==> src/rtl/adc_pkg.sv <==
// Shared encodings for the ADC command-port sequencer: byte prefixes, phases, FSM states.
package adc_pkg;

  localparam logic [1:0] SETUP_PFX = 2'b01;
  localparam logic [2:0] AVER_PFX  = 3'b001;
  localparam logic       CONV_PFX  = 1'b1;

  typedef enum logic [1:0] {
    PH_IDLE  = 2'd0,
    PH_SETUP = 2'd1,
    PH_AVER  = 2'd2,
    PH_CONV  = 2'd3
  } phase_t;

  typedef enum logic [1:0] {
    ST_IDLE,
    ST_LOAD,
    ST_SHIFT,
    ST_GAP
  } state_t;

  function automatic logic [7:0] cfg_byte(input phase_t ph, input logic [5:0] s,
                                          input logic [4:0] a, input logic [6:0] c);
    logic [7:0] b;
    case (ph)
      PH_SETUP: b = {SETUP_PFX, s};
      PH_AVER:  b = {AVER_PFX, a};
      PH_CONV:  b = {CONV_PFX, c};
      default:  b = 8'h00;
    endcase
    return b;
  endfunction

endpackage

==> src/rtl/adc_spi_byte_tx.sv <==
// Serialises one byte MSB first: en high for 16*CLK_DIV clocks, sclk idles low,
// din changes only as sclk falls; sclk/en drop together and o_done pulses that cycle.
module adc_spi_byte_tx #(
  parameter int CLK_DIV = 4
) (
  input  logic       clk,
  input  logic       rst,
  input  logic       i_load,
  input  logic [7:0] i_byte,
  output logic       o_sclk,
  output logic       o_en,
  output logic       o_din,
  output logic       o_done,
  output logic       o_last
);

  localparam int DW = $clog2(CLK_DIV + 1);

  logic [DW-1:0] r_div;
  logic [2:0]    r_bit;
  logic [6:0]    r_sh;
  logic          r_sclk;
  logic          r_en;
  logic          r_din;
  logic          r_done;
  logic          w_half_end;

  assign w_half_end = (r_div == DW'(CLK_DIV - 1));
  // final clock of the 8th high half; the owner uses it to leave SHIFT on the same edge en drops
  assign o_last     = r_en && r_sclk && w_half_end && (r_bit == 3'd7);

  always_ff @(posedge clk or posedge rst) begin
    if (rst) begin
      r_div  <= '0;
      r_bit  <= 3'd0;
      r_sh   <= 7'd0;
      r_sclk <= 1'b0;
      r_en   <= 1'b0;
      r_din  <= 1'b0;
      r_done <= 1'b0;
    end else begin
      r_done <= 1'b0;
      if (i_load) begin
        r_en   <= 1'b1;
        r_sclk <= 1'b0;
        r_din  <= i_byte[7];
        r_sh   <= i_byte[6:0];
        r_bit  <= 3'd0;
        r_div  <= '0;
      end else if (r_en) begin
        if (!w_half_end) begin
          r_div <= r_div + DW'(1);
        end else begin
          r_div <= '0;
          if (!r_sclk) begin
            r_sclk <= 1'b1;
          end else begin
            r_sclk <= 1'b0;
            if (r_bit == 3'd7) begin
              r_en   <= 1'b0;
              r_din  <= 1'b0;
              r_done <= 1'b1;
            end else begin
              r_din <= r_sh[6];
              r_sh  <= {r_sh[5:0], 1'b0};
              r_bit <= r_bit + 3'd1;
            end
          end
        end
      end
    end
  end

  assign o_sclk = r_sclk;
  assign o_en   = r_en;
  assign o_din  = r_din;
  assign o_done = r_done;

endmodule

==> src/rtl/adc_cfg_sequencer.sv <==
// Sequences setup, averaging and N (or endless) conversion bytes to the ADC command port.
// Stop is sticky while busy and only acts at the end of a byte's gap.
module adc_cfg_sequencer #(
  parameter int CLK_DIV    = 4,
  parameter int GAP_CYCLES = 8
) (
  input  logic        clk,
  input  logic        rst,
  input  logic        start,
  input  logic        stop,
  input  logic [5:0]  setup_cfg,
  input  logic [4:0]  aver_cfg,
  input  logic [6:0]  conv_cfg,
  input  logic [15:0] num_conv,
  output logic        adc_sclk,
  output logic        adc_en,
  output logic        adc_din,
  output logic        busy,
  output logic        byte_done,
  output logic [1:0]  phase,
  output logic [15:0] conv_count
);

  import adc_pkg::*;

  localparam int GW = $clog2(GAP_CYCLES + 1);

  state_t        r_state, w_next_state;
  phase_t        r_phase, w_next_phase;
  logic [GW-1:0] r_gap;
  logic          r_stop_pend;
  logic [5:0]    r_setup;
  logic [4:0]    r_aver;
  logic [6:0]    r_conv;
  logic [15:0]   r_num;
  logic [15:0]   r_conv_cnt;

  logic          w_accept;
  logic          w_gap_end;
  logic          w_stop_any;
  logic          w_load;
  logic          w_last;
  logic          w_cnt_inc;
  logic [15:0]   w_cnt_nxt;
  logic [7:0]    w_byte;

  assign w_accept   = (r_state == ST_IDLE) && start && !stop;
  assign w_gap_end  = (r_state == ST_GAP) && (r_gap == GW'(GAP_CYCLES - 1));
  assign w_stop_any = r_stop_pend | stop;
  assign w_cnt_nxt  = (r_conv_cnt == 16'hFFFF) ? r_conv_cnt : r_conv_cnt + 16'd1;
  assign w_byte     = cfg_byte(w_next_phase, r_setup, r_aver, r_conv);

  always_ff @(posedge clk or posedge rst) begin
    if (rst) r_state <= ST_IDLE;
    else     r_state <= w_next_state;
  end

  // The last gap clock loads the next byte directly, so frames are separated by exactly GAP_CYCLES.
  always_comb begin
    w_next_state = r_state;
    w_next_phase = r_phase;
    w_load       = 1'b0;
    w_cnt_inc    = 1'b0;
    case (r_state)
      ST_IDLE: begin
        if (w_accept) begin
          w_next_state = ST_LOAD;
          w_next_phase = PH_SETUP;
        end
      end
      ST_LOAD: begin
        w_load       = 1'b1;
        w_next_state = ST_SHIFT;
      end
      ST_SHIFT: begin
        if (w_last) w_next_state = ST_GAP;
      end
      ST_GAP: begin
        if (w_gap_end) begin
          w_next_state = ST_SHIFT;
          w_load       = 1'b1;
          case (r_phase)
            PH_SETUP: w_next_phase = PH_AVER;
            PH_AVER:  w_next_phase = PH_CONV;
            default:  w_cnt_inc    = 1'b1;
          endcase
          if (w_stop_any ||
              (r_phase == PH_CONV && r_num != 16'd0 && w_cnt_nxt == r_num)) begin
            w_next_state = ST_IDLE;
            w_next_phase = PH_IDLE;
            w_load       = 1'b0;
          end
        end
      end
      default: begin
        w_next_state = ST_IDLE;
        w_next_phase = PH_IDLE;
      end
    endcase
  end

  always_ff @(posedge clk or posedge rst) begin
    if (rst) begin
      r_phase     <= PH_IDLE;
      r_gap       <= '0;
      r_stop_pend <= 1'b0;
      r_setup     <= 6'd0;
      r_aver      <= 5'd0;
      r_conv      <= 7'd0;
      r_num       <= 16'd0;
      r_conv_cnt  <= 16'd0;
    end else begin
      r_phase <= w_next_phase;
      if (r_state == ST_GAP) r_gap <= r_gap + GW'(1);
      else                   r_gap <= '0;
      if (w_next_state == ST_IDLE)              r_stop_pend <= 1'b0;
      else if (r_state != ST_IDLE && stop)      r_stop_pend <= 1'b1;
      if (w_accept) begin
        r_setup    <= setup_cfg;
        r_aver     <= aver_cfg;
        r_conv     <= conv_cfg;
        r_num      <= num_conv;
        r_conv_cnt <= 16'd0;
      end else if (w_cnt_inc) begin
        r_conv_cnt <= w_cnt_nxt;
      end
    end
  end

  adc_spi_byte_tx #(.CLK_DIV(CLK_DIV)) u_tx (
    .clk    (clk),
    .rst    (rst),
    .i_load (w_load),
    .i_byte (w_byte),
    .o_sclk (adc_sclk),
    .o_en   (adc_en),
    .o_din  (adc_din),
    .o_done (byte_done),
    .o_last (w_last)
  );

  assign busy       = (r_state != ST_IDLE);
  assign phase      = r_phase;
  assign conv_count = r_conv_cnt;

endmodule

==> config.mk <==
export PLATFORM = sky130hd
export DESIGN_NAME = adc_cfg_sequencer
export DESIGN_NICKNAME = d
export VERILOG_FILES = /design/src/rtl/adc_pkg.sv /design/src/rtl/adc_spi_byte_tx.sv /design/src/rtl/adc_cfg_sequencer.sv
export SDC_FILE = /design/constraint.sdc
export NUM_CORES = 1
export LEC_CHECK = 0
export ABC_AREA = 1
export ABC_CLOCK_PERIOD_IN_PS = 3100
export CORE_MARGIN = 1.5
export CORE_UTILIZATION = 41
export CTS_CLUSTER_DIAMETER = 40
export DETAILED_ROUTE_END_ITERATION = 16
export SLEW_MARGIN = 40
export SYNTH_ARGS = -nofsm -noshare
export SYNTH_HDL_FRONTEND = slang
export SYNTH_SLANG_ARGS = --single-unit
==> constraint.sdc <==
create_clock -name clk -period 3.1 [get_ports clk]
set_input_delay 0.62 -clock clk [delete_from_list [all_inputs] [get_ports clk]]
set_output_delay 0.62 -clock clk [all_outputs]
set_load 0.01 [all_outputs]
## Yosys cells after proc, flatten, opt, wreduce, memory -nomap -nowiden

Index checks and enable logic that the tools add are counted.
W data, S select, Z words.

| cells by class | value |
|---|---|
| add/sub/neg operators | 4 |
| equal/unequal tests | 15 |
| muxes and demuxes | 55 |
| bitwise logic cells | 1 |
| reduce and logical (&&, ||, !) cells | 24 |

Operators with widths:

| operator | number |
|---|---|
| $mux W16 | 3 |
| $mux W7 | 5 |
| $mux W1 | 26 |
| $mux W3 | 8 |
| $pmux W8 S3 | 1 |
| $add A16 B1 Y16 const B | 1 |
| $eq A16 B16 Y1 | 1 |
| $eq A16 B16 Y1 const B | 1 |
| $reduce_bool A16 Y1 | 1 |
| $mux W2 | 7 |
| $eq A2 B2 Y1 const B | 6 |
| $reduce_bool A2 Y1 | 6 |
| $logic_and A1 B1 Y1 | 9 |
| $pmux W2 S2 | 2 |
| $pmux W2 S4 | 1 |
| $add A3 B1 Y3 const B | 2 |
| $eq A2 B1 Y1 const B | 3 |
| $add A4 B1 Y4 const B | 1 |
| $eq A4 B3 Y1 const B | 1 |
| $logic_not A2 Y1 | 2 |
| $mux W4 | 1 |
| $reduce_and A4 Y1 | 1 |
| $eq A3 B2 Y1 const B | 1 |
| $eq A3 B3 Y1 const B | 1 |
| other kinds (8) | 8 |

| storage, ports and cells | value |
|---|---|
| register bits after elaboration | 76 |
| input port bits | 38 |
| word-level logic and storage cells | 115 |

## Logic depth before layout (Yosys ltp)

Gate-level depths: netlist (run 1).

| logic depth | value |
|---|---|
| word-level depth | 11 |
| mapped depth | 22 |
| mapped depth without buffers | 22 |

## Modules after synthesis

From an unflattened synthesis (run 1), not the netlist that was laid out.

| second synthesis, totals | value |
|---|---|
| cells, all modules | 584 |
| area total of the unflattened synthesis | 4,408.0 um2 |

Modules (own cells, without submodules):

| module | instances | cells each | area each (um2) | seq. area each (um2) |
|---|---|---|---|---|
| adc_cfg_sequencer | 1 | 477 | 3,528.4 | 1,476.4 |
| adc_spi_byte_tx | 1 | 107 | 879.6 | 425.4 |

## Worst setup path before layout (run 1)

No wires, ideal clock.

| timing | value |
|---|---|
| path type | register to register |
| start | register r_conv_cnt[1], in the netlist conv_count[1] |
| end | register u_tx.r_bit[0] |
| library setup time | 0.119 ns |
| arrival | 2.396 ns |
| required time | 2.981 ns |
| path slack | 0.585 ns |
| stages on the path, launching flop included | 20 |
| buffers on the path | 2 |
| clock period less this slack | 2.515 ns |
| path through | dfrtp_1 > ha_1 > nand2_1 > nor2_2 > nand2_4 > nor2_8 > inv_2 > buf_6 > nand3_1 > nand2_1 > nor2_1 > nand3_1 > nor2_2 > nand2_2 > nand2_4 > nand2_4 > nor2_4 > nor2_4 > buf_6 > o21a_1 |

| between the ends | value |
|---|---|
| word-level cells in the longest chain between the ends | 10 |
| elaborated cells between the ends (all ways) | 15 |
| classes of those cells | add/sub: 1; eq/ne: 3; mux: 5; reduce/logical: 6 |

Ends and longest elaborated chain:

| what | line | source |
|---|---|---|
| start: declaration | adc_cfg_sequencer.sv:36 | `logic [15:0] r_conv_cnt;` |
| start signal: assignment | adc_cfg_sequencer.sv:125 | `r_conv_cnt <= w_cnt_nxt;` |
| $add A16 B1 Y16 / $eq A16 B16 Y1 (equally long branches) | adc_cfg_sequencer.sv:50 | `assign w_cnt_nxt = (r_conv_cnt == 16'hFFFF) ? r_conv_cnt : r_conv_cnt + 16'd1;` |
| $mux W16 * | adc_cfg_sequencer.sv:50 |  |
| $eq A16 B16 Y1 * | adc_cfg_sequencer.sv:88 | `(r_phase == PH_CONV && r_num != 16'd0 && w_cnt_nxt == r_num)) begin` |
| $logic_and A1 B1 Y1 * | adc_cfg_sequencer.sv:88 |  |
| $logic_or A1 B1 Y1 * | adc_cfg_sequencer.sv:87 | `if (w_stop_any \|\|` |
| $mux W1 * | adc_cfg_sequencer.sv:87 |  |
| $mux W1 * | adc_cfg_sequencer.sv:79 | `if (w_gap_end) begin` |
| $pmux W1 S2 * | adc_cfg_sequencer.sv:64 | `case (r_state)` |
| $ne A2 B1 Y1 (no source line) / $reduce_bool A2 Y1 (equally long branches) | n/a |  |
| $reduce_and A4 Y1 (no source line) | n/a |  |
| end signal: assignment | adc_spi_byte_tx.sv:66 | `r_bit <= r_bit + 3'd1;` |
| end: declaration | adc_spi_byte_tx.sv:20 | `logic [2:0] r_bit;` |

Every way passes the cells marked *; elsewhere a longest branch is shown, timed or not.
A chain may end at the register's enable or synchronous reset.

## Worst setup path after layout (run 1)

| timing | value |
|---|---|
| start | register r_conv_cnt[0], in the netlist conv_count[0] |
| end | register u_tx.r_bit[0] |

The elaborated chain is that of the path after synthesis.

==> reports/qor.csv, run 1 <==
metric,value,unit
status,finished clean,
leading area contributor after synthesis,dfrtp_1,
clock buffer depth,2,
vias per cell,5.09,
WP buf/inv,1,
Mapped Area,4230,um2
Placement Cell Area,4990,um2
largest net degree at the start of global routing,77,
FF+latch area,1900,um2
Post-Syn Instances,549,
"Hold Vio Cnt, Final",0,
asr flop ratio synth,1.00,
htree depth,3,
Routed WL per cell,14.0,um
Hold Slack,0.464,ns
register bit total from synthesis,76,
worst-margin pin slew,0.479,ns
number of distinct library cells after synthesis,33,
Setup crit start kind,flop,
IO Count,61,
Setup crit start,conv_count[0],
routed vias,3844,
DR pass1 iterations,5,
most frequent cell after synthesis,nand2_1,
top cell type's share of synthesized area,0.449,
area of the multi-input gates,2050,um2
Max VDD drop,0.187,mV
Worst R2R Setup Slack,0.31,ns
dominant cells by area after synthesis,"dfrtp_1 (45%), nand2_1 (15%), inv_1 (5.6%)",
gr usage total,0.204,
Static Leakage,2.49,nW
register area share after synthesis,0.449,
initial antenna violation count,0,
Final min period,2.79,ns
Initial Util,0.427,
die width,105,um
f_max,358,MHz
# setup viols final,0,
Syn Nets,599,
ordered list of cells on the worst path,ha_1 > nand2_1 > nor2_4 > nand2_4 > nor2_8 > inv_2 > nand2_1 > nand2_1 > nand2_1 > nand2_1 > nor2_1 > nand3_1 > nor2_2 > nand2_2 > nand2_4 > nand2_8 > nor2_4 > nor2_4 > o21ai_0 > o21a_1,
Clock Skew,0.00863,ns
global route overflow,0,
layout cells sized above 1,0.0820,
final setup margin,0.307,ns
crit share post-route,0.901,
worst reg-to-reg path cell count,20,
filler instances,945,
setup TNS,0,ns
"slowest stage cell, crit path",dfrtp_1,
cts hold-fix bufs,0,
Die H,105,um
RSZ-0062 raised after global routing,no,
CP max stage delay,0.43,ns
Post-synth EDFFs,0,
antenna fix cells,0,
clk_lat worst skew,0.36,ns
DRC viols,0,
pins over their slew limit,0,
post-route antenna net violation count,0,
Slew HR,0.680,
clk root buf,clkbuf_8,
top post-synthesis cells by count,"nand2_1 (164), dfrtp_1 (76), inv_1 (63)",
Num CTS Buffers,9,
"CTS clk-pin slew, worst paths",0.08,ns
WP depth,20,
Core ar.,9910,um2
critical path class,reg2reg,
pre-CTS WS,0.244,ns
PwrDens,353,nW/um2
synthesis-to-layout area growth,24.1,%
Pwr Total,1.85,mW
drt total wl,10600,um
# rows,36,
max-cap violations,0,
Top delay family on crit path,simple AND/OR/NAND/NOR gates,
crit-path max FO,18,
Critical Path AT,3.05,ns
CTS tree,done,
IO buf count,60,
DIE AREA,10900,um2
"Req. time, crit path",3.36,ns
Synth warnings,0,
Crit. End Element,flop,
vias in the first global route,3613,
crit-path most repeated cell,nand2_1,
syn_area_per_cell,7.71,um2
finished layout cell area,5250,um2
"Top FF cell, synth",dfrtp_1,
Detailed Route Iter0 Violations,161,
first-pass GRT wire length,17800,um
Hold WC Path Type,reg2reg,
clock sinks,76,
CP Capture Point,u_tx.r_bit[0],
FF-to-FF Start,conv_count[0],
RR Endpoint,u_tx.r_bit[0],
Final #Nets,667,
GP Congestion,0.857,
dpl hpwl,7670,um
[logic make-up after synthesis]
logic type / after synthesis / share of synthesized area
AO/OA/AOI/OAI: 81 / 0.111
flip-flops: 76 / 0.449
adder cells (fa/ha/maj): 12 / 0.0355
XOR/XNOR: 8 / 0.0165
buffers and inverters: 78 / 0.0739
AND/OR/NAND/NOR: 294 / 0.314
[worst min-delay path by stage]
stage / start / endpoint / slack [ns] / depth (start not counted)
global route: r_gap[0] / r_gap[0] / 0.49 / 1
global placement: r_gap[0] / r_gap[0] / 0.45 / 1
finish: r_gap[0] / r_gap[0] / 0.46 / 1
floorplan: r_gap[0] / r_gap[0] / 0.43 / 1
CTS: r_gap[0] / r_gap[0] / 0.46 / 1
detailed placement: r_gap[0] / r_gap[0] / 0.45 / 1
[power by group]
group / total (mW) / switching (mW) / internal (mW) / leakage (nW)
clock: 0.793 / 0.380 / 0.414 / 0.102
sequential: 0.990 / 0.0000000000000000391 / 0.990 / 0.953
combinational: 0.0705 / 0.0274 / 0.0431 / 1.44
[what timing repair did]
item | in CTS | in global routing
setup endpoints to repair | 0 | 12
buffers inserted | 0 | 5
resized for setup | 0 | 3
[routing by layer]
| layer | GRT usage | routed length [um] | vias to the layer above |
|---|---|---|---|
| met2 | 0.308 | 4690 | 105 |
| met4 | 0.0773 | 198 | 0 |
| met5 | 0 | 0 | - |
| met3 | 0.0424 | 533 | 20 |
| met1 | 0.289 | 5150 | 1790 |
| li1 | - | - | 1929 |
[stage by stage]
| stage | instances | utilization |
|---|---|---|
| 2_1_floorplan | 549 | - |
| 3_3_place_gp | 734 | 0.504 |
| 3_5_place_dp | 734 | 0.504 |
| 4_1_cts | 750 | 0.524 |
| 5_1_grt | 755 | 0.530 |
| 6_report | 755 | 0.530 |
[registers in the layout (all words and copies together), names as in the netlist, 2 cells and up]
name,cells
conv_count,16
r_num,16
r_conv,7
u_tx.r_sh,7
r_setup,6
r_aver,5
r_gap,4
u_tx.r_bit,3
u_tx.r_div,3
phase,2
r_state,2
[final cells by class]
type	instances	share of cell area
clock buffer	12	0.0295
clock inverter	4	0.00905
inverter	64	0.0457
multi-input combinational	395	0.389
sequential	76	0.362
tap	133	0.0317
timing repair buffer	71	0.132
[cells in the final DEF, fill, tap and decap left out, types with 4 or more instances in the layout]
cell and n:
a21oi_1 11, buf_4 10, clkbuf_8 11, clkdlybuf4s50_1 60, dfrtp_1 76, ha_1 12
inv_1 62, nand2_1 164, nand2_2 6, nand2_4 4, nand3_1 46, nand4_1 20
nor2_1 37, nor2_4 7, nor3_1 5, o21a_1 4, o21ai_0 41, o21ai_1 6
o22ai_1 7, xor2_1 8
Power figures use the tool's default switching activity.
==> inputs of run 2 (changes only) <==
Settings changed: CTS_BUF_LIST set to sky130_fd_sc_hd__clkbuf_4 sky130_fd_sc_hd__clkbuf_8.
==> reports/qor.csv, run 2 (synthesis results as in run 1) <==
metric,value,unit
CTS tree,done,
crit-path most repeated cell,nand2_1,
post-route antenna net violation count,0,
global route overflow,0,
FF+latch area,1900,um2
clock buffer depth,2,
Routed WL per cell,14.0,um
die width,105,um
"Req. time, crit path",3.36,ns
Detailed Route Iter0 Violations,191,
Slew HR,0.682,
Setup crit start kind,flop,
Clock Skew,0.00920,ns
"commonest non-fill, non-tap cells in the layout","nand2_1 (164), dfrtp_1 (76), inv_1 (62)",
Static Leakage,2.48,nW
first-pass GRT wire length,17800,um
max-cap violations,0,
area of the multi-input gates,2050,um2
drt total wl,10500,um
WP depth,20,
"CTS clk-pin slew, worst paths",0.08,ns
htree depth,3,
synthesis-to-layout area growth,23.6,%
Critical Path AT,3.08,ns
critical path class,reg2reg,
dpl hpwl,7670,um
Top delay family on crit path,simple AND/OR/NAND/NOR gates,
clk root buf,clkbuf_8,
antenna fix cells,0,
worst reg-to-reg path cell count,20,
Num CTS Buffers,9,
final setup margin,0.274,ns
CP max stage delay,0.43,ns
Crit. End Element,flop,
Final min period,2.83,ns
pre-CTS WS,0.244,ns
IO Count,61,
DRC viols,0,
status,finished clean,
initial antenna violation count,0,
Pwr Total,1.86,mW
Core ar.,9910,um2
Initial Util,0.427,
clock sinks,76,
Die H,105,um
setup TNS,0,ns
filler instances,947,
routed vias,3796,
clk_lat worst skew,0.37,ns
# rows,36,
crit-path max FO,18,
RSZ-0062 raised after global routing,yes,
layout cells sized above 1,0.0792,
DR pass1 iterations,5,
"Hold Vio Cnt, Final",0,
Max VDD drop,0.187,mV
# setup viols final,0,
"slowest stage cell, crit path",dfrtp_1,
vias per cell,5.05,
largest net degree at the start of global routing,77,
gr usage total,0.205,
IO buf count,60,
vias in the first global route,3611,
"commonest non-fill, non-tap cell in the layout",nand2_1,
Hold WC Path Type,reg2reg,
worst hold path stage count,1,
crit share post-route,0.912,
Layout Utilization,0.528,
WP buf/inv,1,
Final #Nets,664,
DIE AREA,10900,um2
GP Congestion,0.857,
f_max,354,MHz
ordered list of cells on the worst path,ha_1 > nand2_1 > nor2_4 > nand2_4 > nor2_8 > inv_2 > nand2_1 > nand2_1 > nand2_1 > nand2_1 > nor2_1 > nand3_1 > nor2_2 > nand2_2 > nand2_4 > nand2_8 > nor2_4 > nor2_4 > o21ai_0 > o21a_1,
Hold Slack,0.464,ns
PwrDens,356,nW/um2
worst-margin pin slew,0.476,ns
pins over their slew limit,0,
[run 2: changes by cell type in the layout (fill, tap and decap cells not counted)]
cell      previous run  this run
buf_4               10         7
clkbuf_1             1         0
clkbuf_4             0         1
[run 2: where the power goes]
group | switching [mW] | leakage [nW] | internal, mW
combinational | 0.0274 | 1.42 | 0.0431
sequential | 0.0000000000000000373 | 0.953 | 0.990
clock | 0.381 | 0.106 | 0.422
[run 2: worst register-to-register path, cell delays in order, from the launching register on]
cell     delay, ns
dfrtp_1       0.43
ha_1          0.24
nand2_1       0.13
nor2_4        0.05
nand2_4       0.12
nor2_8        0.06
inv_2         0.19
nand2_1       0.12
nand2_1       0.09
nand2_1       0.05
nand2_1       0.07
nor2_1        0.05
nand3_1       0.09
nor2_2        0.04
nand2_2       0.10
nand2_4       0.10
nand2_8       0.15
nor2_4        0.08
nor2_4        0.29
o21ai_0       0.14
o21a_1        0.12
[run 2: path summary, 6_finish.rpt]
path / from / slack [ns] / endpoint
setup / recovery: conv_count[0] / 0.27 / u_tx.r_bit[0]
hold / removal: r_gap[0] / 0.46 / r_gap[0]
hold reg to reg: r_gap[0] / 0.46 / r_gap[0]
max in group asynchronous: rst / 2.09 / r_num[3]
min in group asynchronous: rst / 0.66 / r_gap[2]
setup reg to reg: conv_count[0] / 0.27 / u_tx.r_bit[0]
[run 2: what timing repair did]
item | in CTS | in global routing
endpoints found under the setup margin | 0 | 11
resized for setup | 0 | 3
setup buffers | 0 | 2
hold buffers | 0 | 0
[run 2: final cells by class]
cell class | count | area share
multi-input cells | 395 | 0.391
flip-flops and latches | 76 | 0.363
repair buffers | 68 | 0.129
inverters | 64 | 0.0459
well taps | 133 | 0.0318
clock buffers | 12 | 0.0304
clock inverters | 4 | 0.00908
[run 2: routing by layer]
layer | wire length (um) | share of wire | global-route usage | vias up
li1 | - | - | - | 1925
met1 | 5120 | 0.49 | 0.288 | 1749
met2 | 4710 | 0.45 | 0.310 | 102
met3 | 493 | 0.047 | 0.0424 | 20
met4 | 198 | 0.019 | 0.0773 | 0
met5 | 0 | 0 | 0 | -
[run 2: through the flow]
step | std cells | instance area, um2
global placement | 734 | 4990
global route | 752 | 5230
CTS | 750 | 5200
detailed placement | 734 | 4990
floorplan | 549 | 4230
finish | 752 | 5230
==> inputs of run 3 (changes only) <==
Settings changed: CAP_MARGIN set to 20.
==> results of run 3 <==
Final layout, timing and power as in run 2 (identical DEF).
